==> src/rtl/bip_accumulator.sv <==
// BIP-I accumulator stage: fetches an operand from the immediate field or data memory,
// drives the external ALU, and writes the result (or a bypassed load) into acc.
module bip_accumulator #(
    parameter int   DATA_W  = 16,
    parameter int   ADDR_W  = 11,
    parameter logic ALU_ADD = 1'b0,
    parameter logic ALU_SUB = 1'b1
) (
    input  logic              clk,
    input  logic              rst_n,
    input  logic              instr_valid,
    output logic              instr_ready,
    input  logic [15:0]       instr,
    output logic [DATA_W-1:0] alu_a,
    output logic [DATA_W-1:0] alu_b,
    output logic              alu_op,
    input  logic [DATA_W-1:0] alu_result,
    output logic [ADDR_W-1:0] mem_addr,
    output logic              mem_rd,
    output logic              mem_wr,
    output logic [DATA_W-1:0] mem_wdata,
    input  logic [DATA_W-1:0] mem_rdata,
    output logic [DATA_W-1:0] acc,
    output logic              acc_zero,
    output logic              done
);

    localparam logic [1:0] S_IDLE = 2'd0;
    localparam logic [1:0] S_MEM  = 2'd1;
    localparam logic [1:0] S_EXEC = 2'd2;
    localparam logic [1:0] S_DONE = 2'd3;

    localparam logic [4:0] OP_ST   = 5'd1;
    localparam logic [4:0] OP_LD   = 5'd2;
    localparam logic [4:0] OP_LDI  = 5'd3;
    localparam logic [4:0] OP_ADD  = 5'd4;
    localparam logic [4:0] OP_ADDI = 5'd5;
    localparam logic [4:0] OP_SUB  = 5'd6;
    localparam logic [4:0] OP_SUBI = 5'd7;

    logic [1:0]        state;
    logic [4:0]        opc;
    logic [ADDR_W-1:0] opd;
    logic [DATA_W-1:0] imm_sext;

    // Opcodes whose operand comes from data memory and therefore need the MEM cycle.
    function automatic logic is_mem_op(input logic [4:0] op);
        return (op == OP_LD) || (op == OP_ADD) || (op == OP_SUB);
    endfunction

    assign instr_ready = (state == S_IDLE);
    assign imm_sext    = {{(DATA_W-ADDR_W){opd[ADDR_W-1]}}, opd};
    assign alu_a       = acc;
    assign mem_wdata   = acc;
    assign acc_zero    = (acc == '0);
    assign done        = (state == S_DONE);

    always_comb begin
        mem_rd   = (state == S_MEM);
        mem_wr   = (state == S_EXEC) && (opc == OP_ST);
        mem_addr = (state == S_MEM || state == S_EXEC) ? opd : '0;
        alu_b    = '0;
        alu_op   = ALU_ADD;
        if (state == S_EXEC) begin
            alu_b  = is_mem_op(opc) ? mem_rdata : imm_sext;
            alu_op = (opc == OP_SUB || opc == OP_SUBI) ? ALU_SUB : ALU_ADD;
        end
    end

    always_ff @(posedge clk or negedge rst_n) begin
        if (!rst_n) begin
            state <= S_IDLE;
            acc   <= '0;
            opc   <= '0;
            opd   <= '0;
        end else begin
            case (state)
                S_IDLE: if (instr_valid && instr_ready) begin
                    opc   <= instr[15:11];
                    opd   <= instr[ADDR_W-1:0];
                    state <= is_mem_op(instr[15:11]) ? S_MEM : S_EXEC;
                end
                S_MEM:  state <= S_EXEC;
                S_EXEC: begin
                    // Loads bypass the ALU; ST, NOP and unknown opcodes leave acc alone.
                    case (opc)
                        OP_LD, OP_LDI:                     acc <= alu_b;
                        OP_ADD, OP_ADDI, OP_SUB, OP_SUBI:  acc <= alu_result;
                        default: ;
                    endcase
                    state <= S_DONE;
                end
                default: state <= S_IDLE;
            endcase
        end
    end

endmodule

==> config.mk <==
export PLATFORM = sky130hd
export DESIGN_NAME = bip_accumulator
export DESIGN_NICKNAME = d
export VERILOG_FILES = /design/src/rtl/bip_accumulator.sv
export SDC_FILE = /design/constraint.sdc
export NUM_CORES = 1
export LEC_CHECK = 0
export BUFFER_PORTS_ARGS = -buffer_cell sky130_fd_sc_hd__buf_2
export CAP_MARGIN = 0
export CORE_MARGIN = 5
export CORE_UTILIZATION = 40
export DETAILED_ROUTE_END_ITERATION = 10
export PLACE_DENSITY = 0.77
export RECOVER_POWER = 25
export SLEW_MARGIN = 15
export SYNTH_ARGS = -nofsm -noshare
export SYNTH_HDL_FRONTEND = slang
export SYNTH_SLANG_ARGS = --single-unit
==> constraint.sdc <==
create_clock -name clk -period 1.6 [get_ports clk]
set_input_delay 0.32 -clock clk [delete_from_list [all_inputs] [get_ports clk]]
set_output_delay 0.32 -clock clk [all_outputs]
set_load 0.02 [all_outputs]
; Yosys cells after proc, flatten, opt, wreduce, memory -nomap -nowiden
; Cells that the tools add are included.
[classes]
reduce_logical = 15
eq_ne = 14
muxes = 9
[ops]
columns = op, n
row1 = $mux W16, 2
row2 = $pmux W16 S2, 1
row3 = $eq A5 B3 Y1 const B, 6
row4 = $logic_not A16 Y1, 1
row5 = $eq A5 B2 Y1 const B, 3
row6 = $mux W11, 1
row7 = $logic_or A1 B1 Y1, 6
row8 = $pmux W2 S3, 1
row9 = $eq A5 B1 Y1 const B, 1
row10 = $eq A2 B2 Y1 const B, 2
row11 = $mux W2, 2
row12 = $reduce_and A2 Y1, 2
row13 = $reduce_or A4 Y1, 1
row14 = $eq A2 B1 Y1 const B, 1
row15 = $logic_and A1 B1 Y1, 2
row16 = $logic_not A2 Y1, 1
row17 = $mux W1, 2
row18 = $ne A2 B1 Y1 const B, 1
row19 = $reduce_bool A2 Y1, 1
row20 = $reduce_or A2 Y1, 1
[totals]
elab_cells = 42
ff_bits = 34

; Depth between registers and ports, before layout
; Gate-level depths: netlist (run 1).
[logic_depth]
ltp_word = 6
depth_mapped = 7
depth_no_buf = 6

; Least setup slack after synthesis (run 1)
; No wires, ideal clock.
[synth_path]
path_type = register to output
start = register opc[2]
end = output alu_b[14]
t_required_ns = 1.280
path_buffers = 2
path_slack_ns = -0.419
path_stages_with_launch = 7
t_arrival_ns = 1.699
path_cell_list = dfrtp_1 -> or2_2 -> buf_2 -> nand2_2 -> buf_6 -> nand2_1 -> a21boi_0
[synth_between]
elab_chain_cells = 5
[synth_lines]
columns = element, line_no
row1 = start: declaration, 42  ; logic [4:0] opc;
row2 = start signal: assignment, 79  ; opc <= instr[15:11];
row3 = $eq A5 B2 Y1 / $eq A5 B3 Y1 (equally long branches), 48  ; return (op == OP_LD) || (op == OP_ADD) || (op == OP_SUB);
row4 = $logic_or A1 B1 Y1, 48
row5 = $logic_or A1 B1 Y1 (*), 48
row6 = $mux W16 (*), 65  ; alu_b = is_mem_op(opc) ? mem_rdata : imm_sext;
row7 = $mux W16 (*), 64  ; if (state == S_EXEC) begin
row8 = end: declaration, 15  ; output logic [DATA_W-1:0] alu_b,
; Mark *: on every way between the ends. The rest lies on a longest branch, timed or not.

; Final worst setup path (run 1)
[layout_path]
start = register opc[3]
end = output alu_b[15]
; Same word-level chain as after synthesis.

==> results of run 1 <==
==> flip-flops by register name, indices dropped and copies added (netlist names) <==
signal  cells
state       2
opd        11
opc         5
acc        16
==> area by class of cell <==
type | count | area, µm²
Sequential cell | 34 | 852
Timing Repair Buffer | 196 | 1390
Tap cell | 72 | 90.1
Multi-Input combinational cell | 161 | 1600
Fill cell | 423 | 1580
Inverter | 4 | 15.0
Clock buffer | 8 | 80.1
==> Yosys cell counts, types with 3 or more instances <==
cell,instances,area [µm²]
ha_1,5,62.6
dfrtp_1,34,851
nor2b_1,11,68.8
nand2_1,15,56.3
a21boi_0,6,45.0
mux2i_1,10,100
and2_1,11,68.8
a21o_1,6,45.0
buf_4,32,240
nor4_1,5,31.3
or2_2,11,68.8
mux2_2,16,180
a21oi_1,16,80.1
inv_1,4,15.0
clkbuf_1,6,22.5
nand3_1,7,35.0
nor2_1,3,11.3
o211ai_1,10,75.1
buf_2,6,30.0
nand4_1,10,62.6
a211oi_1,6,45.0
==> metrics by stage <==
stage / cells / hold WS [ns] / utilization [%] / setup TNS, ns / power, W
finish: 475 / 0.267 / 71.8 / -10.53 / 0.0101
global route: 475 / 0.255 / 71.8 / -13.80 / 0.0107
CTS: 467 / 0.255 / 68.6 / -9.11 / 0.00963
detailed placement: 440 / 0.255 / 58.3 / -1.61 / 0.00763
global placement: 440 / 0.249 / 58.3 / -1.04 / 0.00752
floorplan: 245 / 0.0244 / - / -0.858 / 0.00597
==> logic make-up (layout without fill, tap and decap cells) <==
kind of cell | Yosys count | in the layout
AO/OA/AOI/OAI | 49 | 49
adder cells (fa/ha/maj) | 5 | 5
buffers and inverters | 51 | 208
flip-flops | 34 | 34
multiplexers | 26 | 26
AND/OR/NAND/NOR | 80 | 81
==> critical path, cell delays in order, from the launching register on <==
cell	delay, ns
dfrtp_2	0.43
nor3_4	0.22
buf_12	0.16
buf_8	0.15
nand3_2	0.12
a21boi_4	0.17
buf_6	0.13
==> worst paths after layout <==
check                                  endpoint               start  slack [ns]  cells after the start
setup / recovery                      alu_b[15]  opc[3]$_DFFE_PN0P_       -0.38                      6
hold / removal               opd[8]$_DFFE_PN0P_            instr[8]        0.27                      2
setup reg to reg            acc[10]$_DFFE_PN0P_  opc[3]$_DFFE_PN0P_       -0.24                      6
hold reg to reg              acc[9]$_DFFE_PN0P_  acc[9]$_DFFE_PN0P_        0.56                      2
max in group asynchronous    acc[9]$_DFFE_PN0P_               rst_n        0.17                      3
min in group asynchronous  state[0]$_DFFE_PN0P_               rst_n        0.66                      2
==> per-layer routing <==
layer,global-route usage (%),wire [µm],vias to the layer above
met4,2.97,65,0
li1,-,-,1151
met1,24.4,2970,1166
met3,4.94,588,7
met5,0,0,-
met2,38.8,4240,92
==> power groups by stage <==
| stage | Clock, W | Sequential [W] | Combinational (W) |
|---|---|---|---|
| after floorplan | 0 | 0.00195 | 0.00402 |
| after global placement | 0 | 0.00173 | 0.00578 |
| after detailed placement | 0 | 0.00176 | 0.00588 |
| after CTS | 0.000616 | 0.00176 | 0.00726 |
| after global routing | 0.000657 | 0.00186 | 0.00818 |
| final | 0.000597 | 0.00180 | 0.00769 |
==> what timing repair did <==
| item | 4_1_cts | 5_1_grt |
|---|---|---|
| setup buffers | 18 | 10 |
| hold endpoints to repair | 14 | 0 |
| endpoints found under the setup margin | 42 | 48 |
| pin swaps | 17 | 9 |
| gates resized for setup | 91 | 27 |
| gates cloned | 2 | 0 |
| hold buffers | 1 | 0 |
==> summary.md, run 1 <==
| Metric | Value |
|---|---|
| Net Sw Power | 0.00474 W |
| Worst-Margin Slew | 0.888 ns |
| Final period utilization | 123% |
| Critical path endpoint category | output port |
| Ys Warns | 0 |
| Iter 0 DRT Violations | 90 |
| Syn_nets | 301 |
| Post-DP HPWL | 5440 µm |
| Final instance area | 4030 µm² |
| Yosys reg bits | 34 |
| NumNets Final | 458 |
| Site Rows | 27 |
| Post-Syn Area per Cell | 9.53 µm² |
| Clock Latency Late Sink | 0.28 ns |
| Cell Pwr Density | 2500 nW/µm² |
| Number of max-cap violations | 0 |
| Status | finished with violations |
| Startpoint types | flop |
| Via count | 2416 |
| Critical Setup Path Class | flop to output port |
| Vias in the first global route | 2484 |
| Largest family of logic cells by synthesized area | simple AND/OR/NAND/NOR gates |
| Clk buf depth | 2 |
| Sequential area share after synthesis | 36.4% |
| P&R area growth vs syn | 72.4% |
| Post-synth ARST share | 100% |
| Final hold viol count | 0 |
| Core Region | 5610 µm² |
| Ant. Diodes | 0 |
| Post-synth EDFFs | 0 |
| Combinational share of power | 76.3% |
| CTS tree | built |
| Final setup margin | -0.376 ns |
| I/O pins | 132 |
| Setup violation total in the final timing report | 46 |
| Distinct cells, synth | 36 |
| Synth Area in Adders | 2.68% |
| ANT nets after route | 0 |
| Cell count after synthesis | 245 |
| Die X | 86.4 µm |
| Critical Path RT | 1.28 ns |
| # H-tree levels | 2 |
| TritonCTS buffer count | 5 |
| Reg clk slew, reported paths | 0.07 ns |
| Sw frac | 47.0% |
| Post-Synth Simple-Gate Area | 20.1% |
| Worst EP arrival | 1.66 ns |
| Commonest non-fill, non-tap cell in the layout | buf_2 |
| Slew Viols, Final | 0 |
| CP Max Fanout | 6 |
| Reg power frac | 17.8% |
| Routed WL | 7870 µm |
| Initial Utilization | 41.7% |
| Routed vias/inst | 5.09 |
| Post-synthesis mux area share | 12.0% |
| Gr usage total | 20.8% |
| Pre-antenna DRT Iters | 6 |
| Clock power share | 5.9% |
| Total gr overflow | 0 |
| Clock Skew | 0.00932 ns |
| Routability congestion estimate | 0.809 |
| Mapped Area | 2340 µm² |
| Fmax | 506 MHz |
| Largest net degree at the start of global routing | 31 |
| Int Power | 0.00535 W |
| Xor-xnor portion of the synthesized cell area | 0% |
| Failing checks | setup timing |
| Drt wl/cell | 16.6 µm |
| First-pass GRT wire length | 12400 µm |
| Root Buffer | clkbuf_8 |
| RSZ-0062 raised after global routing | yes |
| DP Worst Slack | -0.128 ns |
| Layout cell share with drive strength beyond 1 | 73.0% |
| Slew HR | 40.8% |
| CTS Sinks | 34 |
| VDD IR max | 1660 µV |
| Tmin final | 1.98 ns |
| Ys flop type | dfrtp_1 |
| Hold/Removal Path Class | input pin to flop |
| Die Footprint | 7470 µm² |
| Most frequent cells in the layout | 101 x buf_2, 54 x buf_4, 33 x dfrtp_1, 31 x buf_6 |
| DRC | 0 |
| Port Buf Inserts | 131 |
| Initial antenna violation count | 0 |
| Post-DP Area | 3270 µm² |
| Die height | 86.4 µm |
| Leakage | 1.91 nW |
| Synth Area in Compound Gates | 14.7% |
(Power assumes the default switching activity.)
==> run 2: changes to the inputs <==
==> constraint.sdc (replaced) <==
create_clock -name clk -period 1.6 [get_ports clk]
set_input_delay 0.16 -clock clk [delete_from_list [all_inputs] [get_ports clk]]
set_output_delay 0.16 -clock clk [all_outputs]
set_load 0.02 [all_outputs]
==> summary.md, run 2 (synthesized netlist as in run 1, its figures left out) <==
| Metric | Value |
|---|---|
| Status | finished with violations |
| Failing checks | setup timing |
| CTS tree | built |
| FILL cells | 434 (+2.6%) |
| Largest net degree at the start of global routing | 35 (+13%) |
| Ant. Diodes | 0 (unchanged) |
| Worst R2R Setup Slack | -0.17 ns (+0.07 ns) |
| Most frequent cells in the layout | 105 x buf_2, 35 x buf_4, 30 x dfrtp_1, 29 x buf_6 |
| Largest reg by FF count | acc |
| Clk buf depth | 2 (unchanged) |
| Setup violation total in the final timing report | 32 (-30%) |
| Die Footprint | 7470 µm² (unchanged) |
| Power Total | 0.00962 W (-4.7%) |
| CP Max Fanout | 6 (unchanged) |
| RSZ-0062 raised after global routing | yes |
| Post-layout util | 66.8% (-5.0 points) |
| VDD IR max | 1580 µV (-4.9%) |
| Routability congestion estimate | 0.795 (-1.7%) |
| ANT nets after route | 0 (unchanged) |
| Initial antenna violation count | 0 (unchanged) |
| P&R area growth vs syn | 60.5% |
| Iter 0 DRT Violations | 99 (+10%) |
| Critical Path RT | 1.44 ns (+0.16 ns) |
| Via count | 2352 (-2.6%) |
| Total gr overflow | 0 (unchanged) |
| NumNets Final | 436 (-4.8%) |
| Core Region | 5610 µm² (unchanged) |
| Worst-path cell chain | or2_4, nand2_4, buf_12, nand2_2, a21boi_1, buf_4 |
| Worst-Margin Slew | 0.886 ns (-0.00138 ns) |
| Post-DP Area | 3000 µm² (-8.2%) |
| Final period utilization | 118% (-5.8 points) |
| Pre-antenna DRT Iters | 4 (-2) |
| Final hold viol count | 0 (unchanged) |
| Slew Viols, Final | 0 (unchanged) |
| Max incr delay on CP | 0.38 ns (-0.05 ns) |
| Layout cell share with drive strength beyond 1 | 71.8% (-1.2 points) |
| Multi-input logic area | 1490 µm² (-6.8%) |
| Critical path endpoint category | output port |
| Number of max-cap violations | 0 (unchanged) |
| Critical Setup Path Class | flop to output port |
| Final setup margin | -0.284 ns (+0.0921 ns) |
| Clock Skew | 0.00272 ns (-0.00661 ns) |
| Clock Latency Late Sink | 0.28 ns (about the same) |
| Startpoint types | flop |
| Storage cell area | 856 µm² (+0.44%) |
| Slew HR | 40.9% (+0.092 points) |
| Final instance area | 3750 µm² (-6.9%) |
| CTS Sinks | 34 (unchanged) |
| Largest register FFs | 16 (unchanged) |
| Biggest regs | acc (16), opd (11), opc (5) |
| DRC | 0 (unchanged) |
| Reg clk slew, reported paths | 0.07 ns (about the same) |
| Gr usage total | 18.9% (-1.9 points) |
| Port Buf Inserts | 131 (unchanged) |
| Routed WL | 7810 µm (-0.79%) |
| Site Rows | 27 (unchanged) |
| Tmin final | 1.88 ns (-0.0921 ns) |
| TritonCTS buffer count | 5 (unchanged) |
| Fmax | 531 MHz (+4.9%) |
| Hold/Removal Path Class | input pin to flop |
| Die height | 86.4 µm (unchanged) |
| Vias in the first global route | 2298 (-7.5%) |
| Hold slack | 0.106 ns (-0.161 ns) |
| Cell Pwr Density | 2570 nW/µm² (+2.4%) |
| Leakage | 1.80 nW (-5.8%) |
| Die X | 86.4 µm (unchanged) |
| Drt wl/cell | 17.3 µm (+4.5%) |
| Routed vias/inst | 5.22 (+2.5%) |
| Commonest non-fill, non-tap cell in the layout | buf_2 |
| Post-DP HPWL | 5200 µm (-4.4%) |
| Worst EP arrival | 1.72 ns (+0.06 ns) |
| First-pass GRT wire length | 11200 µm (-9.3%) |
| Initial Utilization | 41.7% (unchanged) |
| Root Buffer | clkbuf_8 |
| # H-tree levels | 2 (unchanged) |
| Slowest stage cell, crit path | dfrtp_1 |
| I/O pins | 132 (unchanged) |
-- run 2: critical path: cells and delay by family (launching register included) --
family	cells	cell delay [ns]
DFF	1	0.38
AOI/OAI and AO/OA	1	0.21
and+or+nand+nor	3	0.52
buffers and inverters	2	0.32
-- run 2: layer usage --
layer / vias up / GRT usage [%] / part of all wire [%]
met3: 10 / 5.13 / 8.2
met2: 106 / 31.6 / 51
li1: 1100 / - / -
met5: - / 0 / 0
met4: 0 / 5.24 / 1.3
met1: 1136 / 23.8 / 39
-- run 2: per-stage QoR --
step           setup TNS [ns]  std cells  worst slack [ns]
6_report                -4.94        451            -0.284
3_5_place_dp          -0.0317        425           -0.0153
4_1_cts                 -4.87        446            -0.273
5_1_grt                 -7.16        451            -0.325
3_3_place_gp                0        425            0.0131
2_1_floorplan          -0.749        245            -0.128
-- run 2: final cells by class --
type                    count  share of cell area [%]
multi-input cells         160                    39.7
flip-flops and latches     34                    22.8
well taps                  72                    2.40
inverters                   4                   0.401
clock buffers               6                    2.20
repair buffers            175                    32.5
-- run 2: report_power, final --
part	total (W)	switching [W]	leakage (nW)	internal, W
logic	0.00714	0.00369	1.35	0.00345
clock network	0.000628	0.000297	0.0431	0.000332
registers	0.00185	0.000553	0.405	0.00130
total	0.00962	0.00454	1.80	0.00508
-- run 2: path summary, 6_finish.rpt --
path                                          start                   end  cells after the start
max in group asynchronous                     rst_n    acc[8]$_DFFE_PN0P_                      3
worst min register to register  acc[15]$_DFFE_PN0P_   acc[15]$_DFFE_PN0P_                      1
worst max-delay path             opc[2]$_DFFE_PN0P_             alu_b[12]                      6
worst max register to register   opc[0]$_DFFE_PN0P_   acc[12]$_DFFE_PN0P_                      5
min in group asynchronous                     rst_n  state[0]$_DFFE_PN0P_                      3
worst min-delay path                       instr[5]    opd[5]$_DFFE_PN0P_                      2
-- run 2: timing repair --
item | in CTS | in global routing
pin swaps | 18 | 16
endpoints found under the setup margin | 35 | 46
buffers inserted | 13 | 13
hold buffers | 1 | 0
cloned | 1 | 0
hold endpoints to repair | 34 | 0
gates resized for setup | 67 | 60
==> run 3: changes to the inputs <==
--- a/config.mk
+++ b/config.mk
@@ -10,7 +10,7 @@
 export CORE_MARGIN = 5
 export CORE_UTILIZATION = 40
 export DETAILED_ROUTE_END_ITERATION = 10
-export PLACE_DENSITY = 0.77
+export PLACE_DENSITY_LB_ADDON = 0.05
 export RECOVER_POWER = 25
 export SLEW_MARGIN = 15
 export SYNTH_ARGS = -nofsm -noshare
==> summary.md, run 3 (synthesized netlist as in run 1, its figures left out) <==
| Metric | Value |
|---|---|
| Die Footprint | 7470 µm² (unchanged) |
| Site Rows | 27 (unchanged) |
| Largest register FFs | 16 (unchanged) |
| Iter 0 DRT Violations | 105 (+6.1%) |
| Hold/Removal Path Class | input pin to flop |
| DRC | 0 (unchanged) |
| Core Region | 5610 µm² (unchanged) |
| Biggest regs | acc (16), opd (11), opc (5) |
| Final hold viol count | 0 (unchanged) |
| Routed WL | 7700 µm (-1.4%) |
| NumNets Final | 441 (+1.1%) |
| Tmin final | 1.82 ns (-0.0678 ns) |
| Power Total | 0.00961 W (about the same) |
| Critical Path Source | opc[4]$_DFFE_PN0P_ |
| Final period utilization | 113% (-4.2 points) |
| CTS tree | built |
| Final setup margin | -0.216 ns (+0.0678 ns) |
| Initial Utilization | 41.7% (unchanged) |
| Port Buf Inserts | 131 (unchanged) |
| Most frequent cells in the layout | 100 x buf_2, 52 x buf_4, 30 x dfrtp_1, 19 x buf_6 |
| Critical Path RT | 1.77 ns (+0.33 ns) |
| Leakage | 1.80 nW (+0.26%) |
| Cell Pwr Density | 2530 nW/µm² (-1.4%) |
| Fmax | 551 MHz (+3.7%) |
| Clk buf depth | 2 (unchanged) |
| Gr usage total | 19.6% (+0.72 points) |
| I/O pins | 132 (unchanged) |
| Reg clk slew, reported paths | 0.07 ns (about the same) |
| Vias in the first global route | 2293 (-0.22%) |
| Via count | 2326 (-1.1%) |
| Routability congestion estimate | 0.793 (-0.29%) |
| Commonest non-fill, non-tap cell in the layout | buf_2 |
| Drt wl/cell | 16.8 µm (-2.9%) |
| First-pass GRT wire length | 11500 µm (+2.8%) |
| Hold slack | 0.105 ns (-0.000590 ns) |
| Ant. Diodes | 0 (unchanged) |
| Critical path endpoint category | flop |
| ANT nets after route | 0 (unchanged) |
| Clock Skew | 0.0104 ns (+0.00768 ns) |
| Slew Viols, Final | 0 (unchanged) |
| Routed vias/inst | 5.08 (-2.6%) |
| # H-tree levels | 2 (unchanged) |
| Total gr overflow | 0 (unchanged) |
| P&R area growth vs syn | 62.7% |
| CP Max Fanout | 6 (unchanged) |
| DP Worst Slack | -0.109 ns (-0.0934 ns) |
| Status | finished with violations |
| Post-DP HPWL | 5160 µm (-0.87%) |
| Root Buffer | clkbuf_8 |
| Largest net degree at the start of global routing | 24 (-31%) |
| Layout cell share with drive strength beyond 1 | 70.5% (-1.3 points) |
| Slew HR | 38.9% (-2.0 points) |
| Number of max-cap violations | 0 (unchanged) |
| RSZ-0062 raised after global routing | yes |
| Hold_sp | instr[3] |
| Die height | 86.4 µm (unchanged) |
| Failing checks | setup timing |
| CTS Sinks | 34 (unchanged) |
| Largest reg by FF count | acc |
| Post-DP Area | 3020 µm² (+0.67%) |
| Setup violation total in the final timing report | 30 (-6.3%) |
| VDD IR max | 1390 µV (-12%) |
| Worst EP arrival | 1.98 ns (+0.26 ns) |
| Initial antenna violation count | 0 (unchanged) |
| Pre-antenna DRT Iters | 4 (unchanged) |
| RR Startpoint | opc[4]$_DFFE_PN0P_ |
| Die X | 86.4 µm (unchanged) |
| Worst-Margin Slew | 0.916 ns (+0.0300 ns) |
| Startpoint types | flop |
| Critical Setup Path Class | flop to flop |
| Clock Latency Late Sink | 0.28 ns (about the same) |
| TritonCTS buffer count | 5 (unchanged) |
| Final instance area | 3800 µm² (+1.4%) |
| Sum of negative setup slack | -4.08 ns (+0.859 ns) |
run 3: changes by cell type in the layout (fill, tap and decap cells not counted), moves of 4 or more:
cell / previous run / this run
mux2i_2: 1 / 7
mux2i_4: 9 / 3
nand3_4: 1 / 7
buf_6: 29 / 19
nand3_2: 4 / 0
buf_2: 105 / 100
buf_4: 35 / 52
run 3: report_power, final:
group | internal [W] | leakage, nW | switching, W | total, W
registers | 0.00130 | 0.406 | 0.000501 | 0.00180
clock network | 0.000466 | 0.0524 | 0.000309 | 0.000775
logic | 0.00333 | 1.34 | 0.00370 | 0.00703
run 3: worst paths after layout:
check / to / slack (ns) / depth (start not counted)
max in group asynchronous: acc[10]$_DFFE_PN0P_ / 0.14 / 3
min reg2reg: acc[11]$_DFFE_PN0P_ / 0.55 / 1
max reg2reg: acc[15]$_DFFE_PN0P_ / -0.22 / 5
min: opd[3]$_DFFE_PN0P_ / 0.11 / 2
max: acc[15]$_DFFE_PN0P_ / -0.22 / 5
min in group asynchronous: state[0]$_DFFE_PN0P_ / 0.53 / 2
run 3: final cells by class:
cell class	count	area, µm²
Clock buffer	7	76.3
Clock inverter	1	30.0
Fill cell	471	1810
Inverter	4	15.0
Multi-Input combinational cell	161	1500
Sequential cell	34	856
Tap cell	72	90.1
Timing Repair Buffer	179	1230
run 3: worst max-delay path: stages, from the launching register on:
cell,delay (ns)
dfrtp_1,0.42
buf_4,0.15
or4b_4,0.54
a22oi_4,0.28
a211oi_1,0.15
a21o_1,0.17
run 3: repair_timing:
item	4_1_cts	5_1_grt
gates cloned	2	1
hold buffers	1	0
setup endpoints to repair	46	40
resized for setup	70	53
pin swaps	8	17
setup buffers	13	9
endpoints found under the hold margin	15	0
run 3: layer usage:
layer / vias up / track usage (%) / share of wire (%)
met5: - / 0 / 0
met4: 0 / 4.11 / 0.66
met2: 94 / 32.7 / 50
li1: 1121 / - / -
met3: 5 / 5.99 / 7.8
met1: 1106 / 25.0 / 41
run 3: through the flow:
| step | cells | utilization [%] |
|---|---|---|
| floorplan | 245 | - |
| global placement | 426 | 53.9 |
| detailed placement | 426 | 53.9 |
| CTS | 450 | 62.5 |
| global route | 458 | 67.8 |
| finish | 458 | 67.8 |
